**config.mk**
```make
export PLATFORM = sky130hd
export DESIGN_NAME = chunked_addsub_flat
export DESIGN_NICKNAME = d
export VERILOG_FILES = /design/src/rtl/chunked_addsub_if.sv /design/src/rtl/chunked_addsub.sv /design/src/flat_wrapper.sv
export SDC_FILE = /design/constraint.sdc
export NUM_CORES = 1
export LEC_CHECK = 0
export ABC_CLOCK_PERIOD_IN_PS = 4000
export CORE_MARGIN = 2
export CORE_UTILIZATION = 50
export CTS_CLUSTER_DIAMETER = 100
export DETAILED_ROUTE_END_ITERATION = 8
export GPL_ROUTABILITY_DRIVEN = 0
export PLACE_DENSITY = 0.76
export SLEW_MARGIN = 10
export SYNTH_ARGS = -nofsm -noshare
export SYNTH_HDL_FRONTEND = slang
export SYNTH_SLANG_ARGS = --single-unit
export TNS_END_PERCENT = 30
```
**constraint.sdc**
```tcl
create_clock -name clk -period 4 [get_ports clk]
set_input_delay 0.6 -clock clk [delete_from_list [all_inputs] [get_ports clk]]
set_output_delay 0.6 -clock clk [all_outputs]
set_load 0.01 [all_outputs]
```
**src/rtl/chunked_addsub_if.sv**
```systemverilog
// Start/busy/done handshake and operand/result bundle for the chunked adder/subtractor.
// Master drives the request, slave (the datapath) returns status and result.
interface chunked_addsub_if #(
   parameter int WIDTH = 16
);
   logic             start;
   logic [1:0]       mode;
   logic [WIDTH-1:0] a;
   logic [WIDTH-1:0] b;
   logic             ci;
   logic             busy;
   logic             done;
   logic [WIDTH-1:0] sum;
   logic             co;
   logic             ov;
   logic             z;

   modport master (
      output start, mode, a, b, ci,
      input  busy, done, sum, co, ov, z
   );

   modport slave (
      input  start, mode, a, b, ci,
      output busy, done, sum, co, ov, z
   );
endinterface

```
**src/rtl/chunked_addsub.sv**
```systemverilog
// Multi-cycle adder/subtractor: WIDTH-bit add/adc/sub/sbc computed CHUNK bits per clock,
// LSB chunk first, with the carry registered between chunks.
module chunked_addsub #(
   parameter int WIDTH = 16,
   parameter int CHUNK = 4
) (
   input logic            clk,
   input logic            reset,
   chunked_addsub_if.slave bus
);
   // state  | meaning
   // S_IDLE | waiting for start; result registers hold the last completion
   // S_RUN  | one chunk per cycle, chunk index k_q, inter-chunk carry in carry_q

   localparam int NCHUNK = WIDTH / CHUNK;
   localparam int KW     = (NCHUNK > 1) ? $clog2(NCHUNK) : 1;
   localparam int IW     = (WIDTH > 1) ? $clog2(WIDTH) : 1;

   typedef enum logic {S_IDLE, S_RUN} state_t;

   state_t           state_q, state_d;
   logic [WIDTH-1:0] a_q, a_d;
   logic [WIDTH-1:0] b_q, b_d;
   logic [WIDTH-1:0] work_q, work_d;
   logic [KW-1:0]    k_q, k_d;
   logic             carry_q, carry_d;
   logic [IW-1:0]    base;
   logic [CHUNK:0]   chunk_sum;
   logic             last;
   logic             finish;
   logic             carry_msb;

   logic [WIDTH-1:0] sum_q;
   logic             co_q;
   logic             ov_q;
   logic             z_q;
   logic             done_q;

   always_comb begin
      base      = IW'(k_q) * IW'(CHUNK);
      chunk_sum = {1'b0, a_q[base +: CHUNK]} + {1'b0, b_q[base +: CHUNK]}
                + {{CHUNK{1'b0}}, carry_q};
   end

   assign last = (k_q == KW'(NCHUNK - 1));

   always_comb begin
      state_d = state_q;
      k_d     = k_q;
      carry_d = carry_q;
      a_d     = a_q;
      b_d     = b_q;
      work_d  = work_q;
      finish  = 1'b0;
      case (state_q)
         S_IDLE: begin
            if (bus.start) begin
               a_d = bus.a;
               // Subtraction is A + ~B + not-borrow, so CO reads as 1 = no borrow.
               b_d = bus.mode[1] ? ~bus.b : bus.b;
               case (bus.mode)
                  2'b00:   carry_d = 1'b0;
                  2'b10:   carry_d = 1'b1;
                  default: carry_d = bus.ci;
               endcase
               k_d     = '0;
               state_d = S_RUN;
            end
         end
         S_RUN: begin
            work_d[base +: CHUNK] = chunk_sum[CHUNK-1:0];
            carry_d               = chunk_sum[CHUNK];
            if (last) begin
               finish  = 1'b1;
               k_d     = '0;
               state_d = S_IDLE;
            end else begin
               k_d = k_q + KW'(1);
            end
         end
         default: state_d = S_IDLE;
      endcase
   end

   // The MSB lives in the last chunk, so its carry-in is recoverable from the sum bit.
   assign carry_msb = a_q[WIDTH-1] ^ b_q[WIDTH-1] ^ work_d[WIDTH-1];

   always_ff @(posedge clk) begin
      if (reset) begin
         state_q <= S_IDLE;
      end else begin
         state_q <= state_d;
      end
   end

   always_ff @(posedge clk) begin
      if (reset) begin
         k_q     <= '0;
         carry_q <= 1'b0;
         a_q     <= '0;
         b_q     <= '0;
         work_q  <= '0;
         sum_q   <= '0;
         co_q    <= 1'b0;
         ov_q    <= 1'b0;
         z_q     <= 1'b0;
         done_q  <= 1'b0;
      end else begin
         k_q     <= k_d;
         carry_q <= carry_d;
         a_q     <= a_d;
         b_q     <= b_d;
         work_q  <= work_d;
         done_q  <= finish;
         if (finish) begin
            sum_q <= work_d;
            co_q  <= carry_d;
            ov_q  <= carry_msb ^ chunk_sum[CHUNK];
            z_q   <= (work_d == '0);
         end
      end
   end

   assign bus.busy = (state_q == S_RUN);
   assign bus.done = done_q;
   assign bus.sum  = sum_q;
   assign bus.co   = co_q;
   assign bus.ov   = ov_q;
   assign bus.z    = z_q;
endmodule

```
**src/flat_wrapper.sv**
```systemverilog
// flat-port wrapper written by rule: the top's interface ports become plain ports
module chunked_addsub_flat 
#(
   parameter int WIDTH = 16,
   parameter int CHUNK = 4
)
  (clk, reset, bus_start, bus_mode, bus_a, bus_b, bus_ci, bus_busy, bus_done, bus_sum, bus_co, bus_ov, bus_z);
  chunked_addsub_if #(.WIDTH(WIDTH)) bus_i ();
  input logic clk;
  input logic reset;
  input wire logic [$bits(bus_i.start)-1:0] bus_start;
  input wire logic [$bits(bus_i.mode)-1:0] bus_mode;
  input wire logic [$bits(bus_i.a)-1:0] bus_a;
  input wire logic [$bits(bus_i.b)-1:0] bus_b;
  input wire logic [$bits(bus_i.ci)-1:0] bus_ci;
  output wire logic [$bits(bus_i.busy)-1:0] bus_busy;
  output wire logic [$bits(bus_i.done)-1:0] bus_done;
  output wire logic [$bits(bus_i.sum)-1:0] bus_sum;
  output wire logic [$bits(bus_i.co)-1:0] bus_co;
  output wire logic [$bits(bus_i.ov)-1:0] bus_ov;
  output wire logic [$bits(bus_i.z)-1:0] bus_z;
  assign bus_i.start = bus_start;
  assign bus_i.mode = bus_mode;
  assign bus_i.a = bus_a;
  assign bus_i.b = bus_b;
  assign bus_i.ci = bus_ci;
  assign bus_busy = bus_i.busy;
  assign bus_done = bus_i.done;
  assign bus_sum = bus_i.sum;
  assign bus_co = bus_i.co;
  assign bus_ov = bus_i.ov;
  assign bus_z = bus_i.z;
  chunked_addsub #(.WIDTH(WIDTH), .CHUNK(CHUNK)) u_core (.clk(clk), .reset(reset), .bus(bus_i));
endmodule
```
==> impl_metrics.yaml <==
timing:
  slew_violations: 0
  finalCritPeriodShare_pct: 85.1
  setup_viol: 0
  fin_tns_setup_ns: 0
  rsz0062_at_grt: "false"
  tightest_slew_ns: 0.896
  fmax_mhz: 294
  skew_ns: 0.00708
  slew_headroom_pct: 40.2
  final-hold-violation-count: 0
  min_period_ns: 3.40
synthesis:
  yosys.area.top_type: "dfxtp_1"
  synth_area_sq_um: 3210
  synth_area_leaders: "dfxtp_1, a211oi_1, nor2_1, mux4_2, xnor2_1"
  synth_adder_area_share_pct: 4.75
  seq_area_frac_synth_pct: 44.9
  synth-seq-cells: 72
  synth_compound_area_share_pct: 17.3
  synthArstFlopShare_pct: 0
  ys_types: 42
  netlist_top_cells_count: "dfxtp_1, nor2_1, nand2_1, a211oi_1, a21oi_1"
  synth_fp_nets: 397
  synth_xor_xnor_area_share_pct: 5.46
  synthMuxAreaShare_pct: 6.24
  synth_top_family_by_area: "compound AO/OA/AOI/OAI gates"
  netlist_instances: 348
  synth_top_area_share_pct: 44.9
  synth-main-ff-cell: "dfxtp_1"
  yosys_warnings: 0
  synth-edff-count: 0
  avgSynthCellArea_sq_um: 9.23
  synth-simple-area-share_pct: 17.1
  yosysMostFrequentCell: "dfxtp_1"
floorplan:
  ios: 59
  core_sq_um: 6280
  die_area_sq_um: 7080
  floorplan.rows: 29
  die_x_microns: 84.1
  die_y_microns: 84.1
  initial_core_util_pct: 51.1
global_route:
  busiest_layer: "met2"
  grt.total_usage_pct: 20.5
  grt.overflow.total: 0
  grt_max_degree: 49
  grt_pass1_vias: 2608
  antenna_found_initial: 0
  grt_pass1_wl_mm: 11.8
  use_met2_pct: 35.4
  grt_util_met3_pct: 4.82
  use_met1_pct: 24.6
routing:
  viasPerCell: 5.50
  ant_nets: 0
  avgRoutedWirePerCell_microns: 14.2
  drt-initial-drc-count: 111
  drt_first_pass_iters: 4
  wl_mm: 6.79
  drcViolationCount: 0
  vias: 2624
setup_path:
  start_kind: "register"
  r2r_start: "u_core.k_q[0]$_SDFFE_PP0P_"
  crit_chain: "mux4_2 -> fa_1 -> inv_1 -> fa_1 -> xnor2_1 -> a41oi_1 -> nand4_1 -> a21o_1 -> o31ai_2"
  critPathArrivalTime_ns: 3.67
  crit_required_ns: 4.26
  crit_fanout: 18
  path_class: "register to register"
  r2r_slack_ns: 0.60
  crit_path_max_incr_delay_ns: 0.91
  r2r-end: "u_core.bus.z$_SDFFE_PP0P_"
  worst_path_max_delay_cell: "dfxtp_1"
  reg2reg_depth: 9
  end_kind: "register"
  cpMostUsedCell: "fa_1"
cts:
  cts_buffers: 9
  htreeDepth: 3
  cts_tree: "yes"
  cts_resized: 0
  post_cts_buffers: 0
  cts_num_sinks: 72
  cts-root-buf: "clkbuf_8"
  clk_pin_slew_ns: 0.07
  cts_hold_buf: 0
  insertion_delay_ns: 0.35
  clockBufferDepth: 2
run:
  maxCapViolCount: 0
worst_hold_path:
  hp-start: "u_core.a_q[1]$_SDFFE_PP0P_"
  hold-path-cell-count: 2
  worstHoldEndpoint: "u_core.a_q[1]$_SDFFE_PP0P_"
  hp-class: "register to register"
status:
  status: "completed"
finish:
  final_cells: 477
  multi_input_area_sq_um: 1640
  area_growth_pct: 25.0
  antenna_cells: 0
  fillers: 563
  nets: 444
  drive_gt1_share_pct: 8.50
  regArea_sq_um: 1440
power_and_ir_drop:
  p_per_area_nw_per_um2: 400
  vdd_drop_max_mv: 0.284
  p_leak_nw: 1.46
placed_design:
  hpwl_mm: 4.83
  io_buffers: 58
  placed_cells: 461
==> state kept, by name, indices dropped and copies added (netlist names) <==
register and count:
u_core.a_q 16, u_core.b_q 16, u_core.work_q 16, u_core.k_q 2
u_core.bus.done 1, u_core.carry_q 1, u_core.bus.sum 16, u_core.bus.co 1
u_core.bus.z 1, u_core.bus.ov 1, u_core.bus.busy 1
==> layer usage <==
layer / vias up / wire, microns
met5: - / 0
met4: 0 / 107
met3: 15 / 334
met2: 90 / 3490
met1: 1200 / 2850
li1: 1319 / -
==> worst max-delay path, delay by kind of cell, from the launching register on <==
kind	cells	cell delay, ns
flops	1	0.91
xor+xnor	1	0.18
compound gates	3	0.80
simple gates	1	0.13
mux	1	0.61
fa+ha+maj	2	0.61
buf+inv	1	0.08
==> cell usage in the layout, fill, tap and decap left out, types with 9 or more instances in the layout <==
master           Yosys  routed
clkdlybuf4s50_1      0      57
xnor2_1             19      19
nand2_1             38      38
a211oi_1            34      34
dfxtp_1             72      72
nor2_1              60      60
clkbuf_8             0       9
a21oi_1             21      21
a22oi_1             12      12
ha_1                 9       9
==> kinds of logic after synthesis <==
group / count (synthesis)
mux: 10
buf+inv: 33
fa+ha+maj: 11
xor+xnor: 20
compound gates: 80
simple gates: 122
flops: 72
==> where the power goes <==
part | total, mW | switching (mW) | internal, mW
Sequential | 0.774 | 0.0269 | 0.747
Clock | 0.613 | 0.264 | 0.349
Combinational | 0.218 | 0.110 | 0.108
Total | 1.60 | 0.401 | 1.20
==> per-stage QoR <==
stage                     hold WS [ns]  total power [mW]  util, %  cell area, sq um  setup WS [ns]
after floorplan                  0.433             0.930        -              3210           1.06
after global placement           0.442              1.00     60.6              3800          0.761
after global routing             0.484              1.68     63.9              4010          0.346
final                            0.457              1.60     63.9              4010          0.596
after CTS                        0.460              1.62     63.9              4010          0.582
after detailed placement         0.450              1.01     60.6              3800          0.643
==> worst max path at each step <==
stage,startpoint,to,slack (ns),cells past startpoint
2_1_floorplan,u_core.k_q[0]$_SDFFE_PP0P_,u_core.bus.ov$_SDFFE_PP0P_,1.06,8
3_3_place_gp,u_core.k_q[0]$_SDFFE_PP0P_,u_core.bus.z$_SDFFE_PP0P_,0.76,9
3_5_place_dp,u_core.k_q[0]$_SDFFE_PP0P_,u_core.bus.z$_SDFFE_PP0P_,0.64,9
4_1_cts,u_core.k_q[0]$_SDFFE_PP0P_,u_core.bus.z$_SDFFE_PP0P_,0.58,9
5_1_grt,u_core.k_q[0]$_SDFFE_PP0P_,u_core.bus.z$_SDFFE_PP0P_,0.35,9
6_report,u_core.k_q[0]$_SDFFE_PP0P_,u_core.bus.z$_SDFFE_PP0P_,0.60,9
==> area by class of cell <==
type,count,share of cell area [%]
Inverter,8,0.748
Tap cell,77,2.40
Multi-Input combinational cell,243,40.8
Sequential cell,72,35.9
Clock buffer,10,3.18
Clock inverter,6,2.09
Timing Repair Buffer,61,14.9
(Power assumes the default switching activity.)
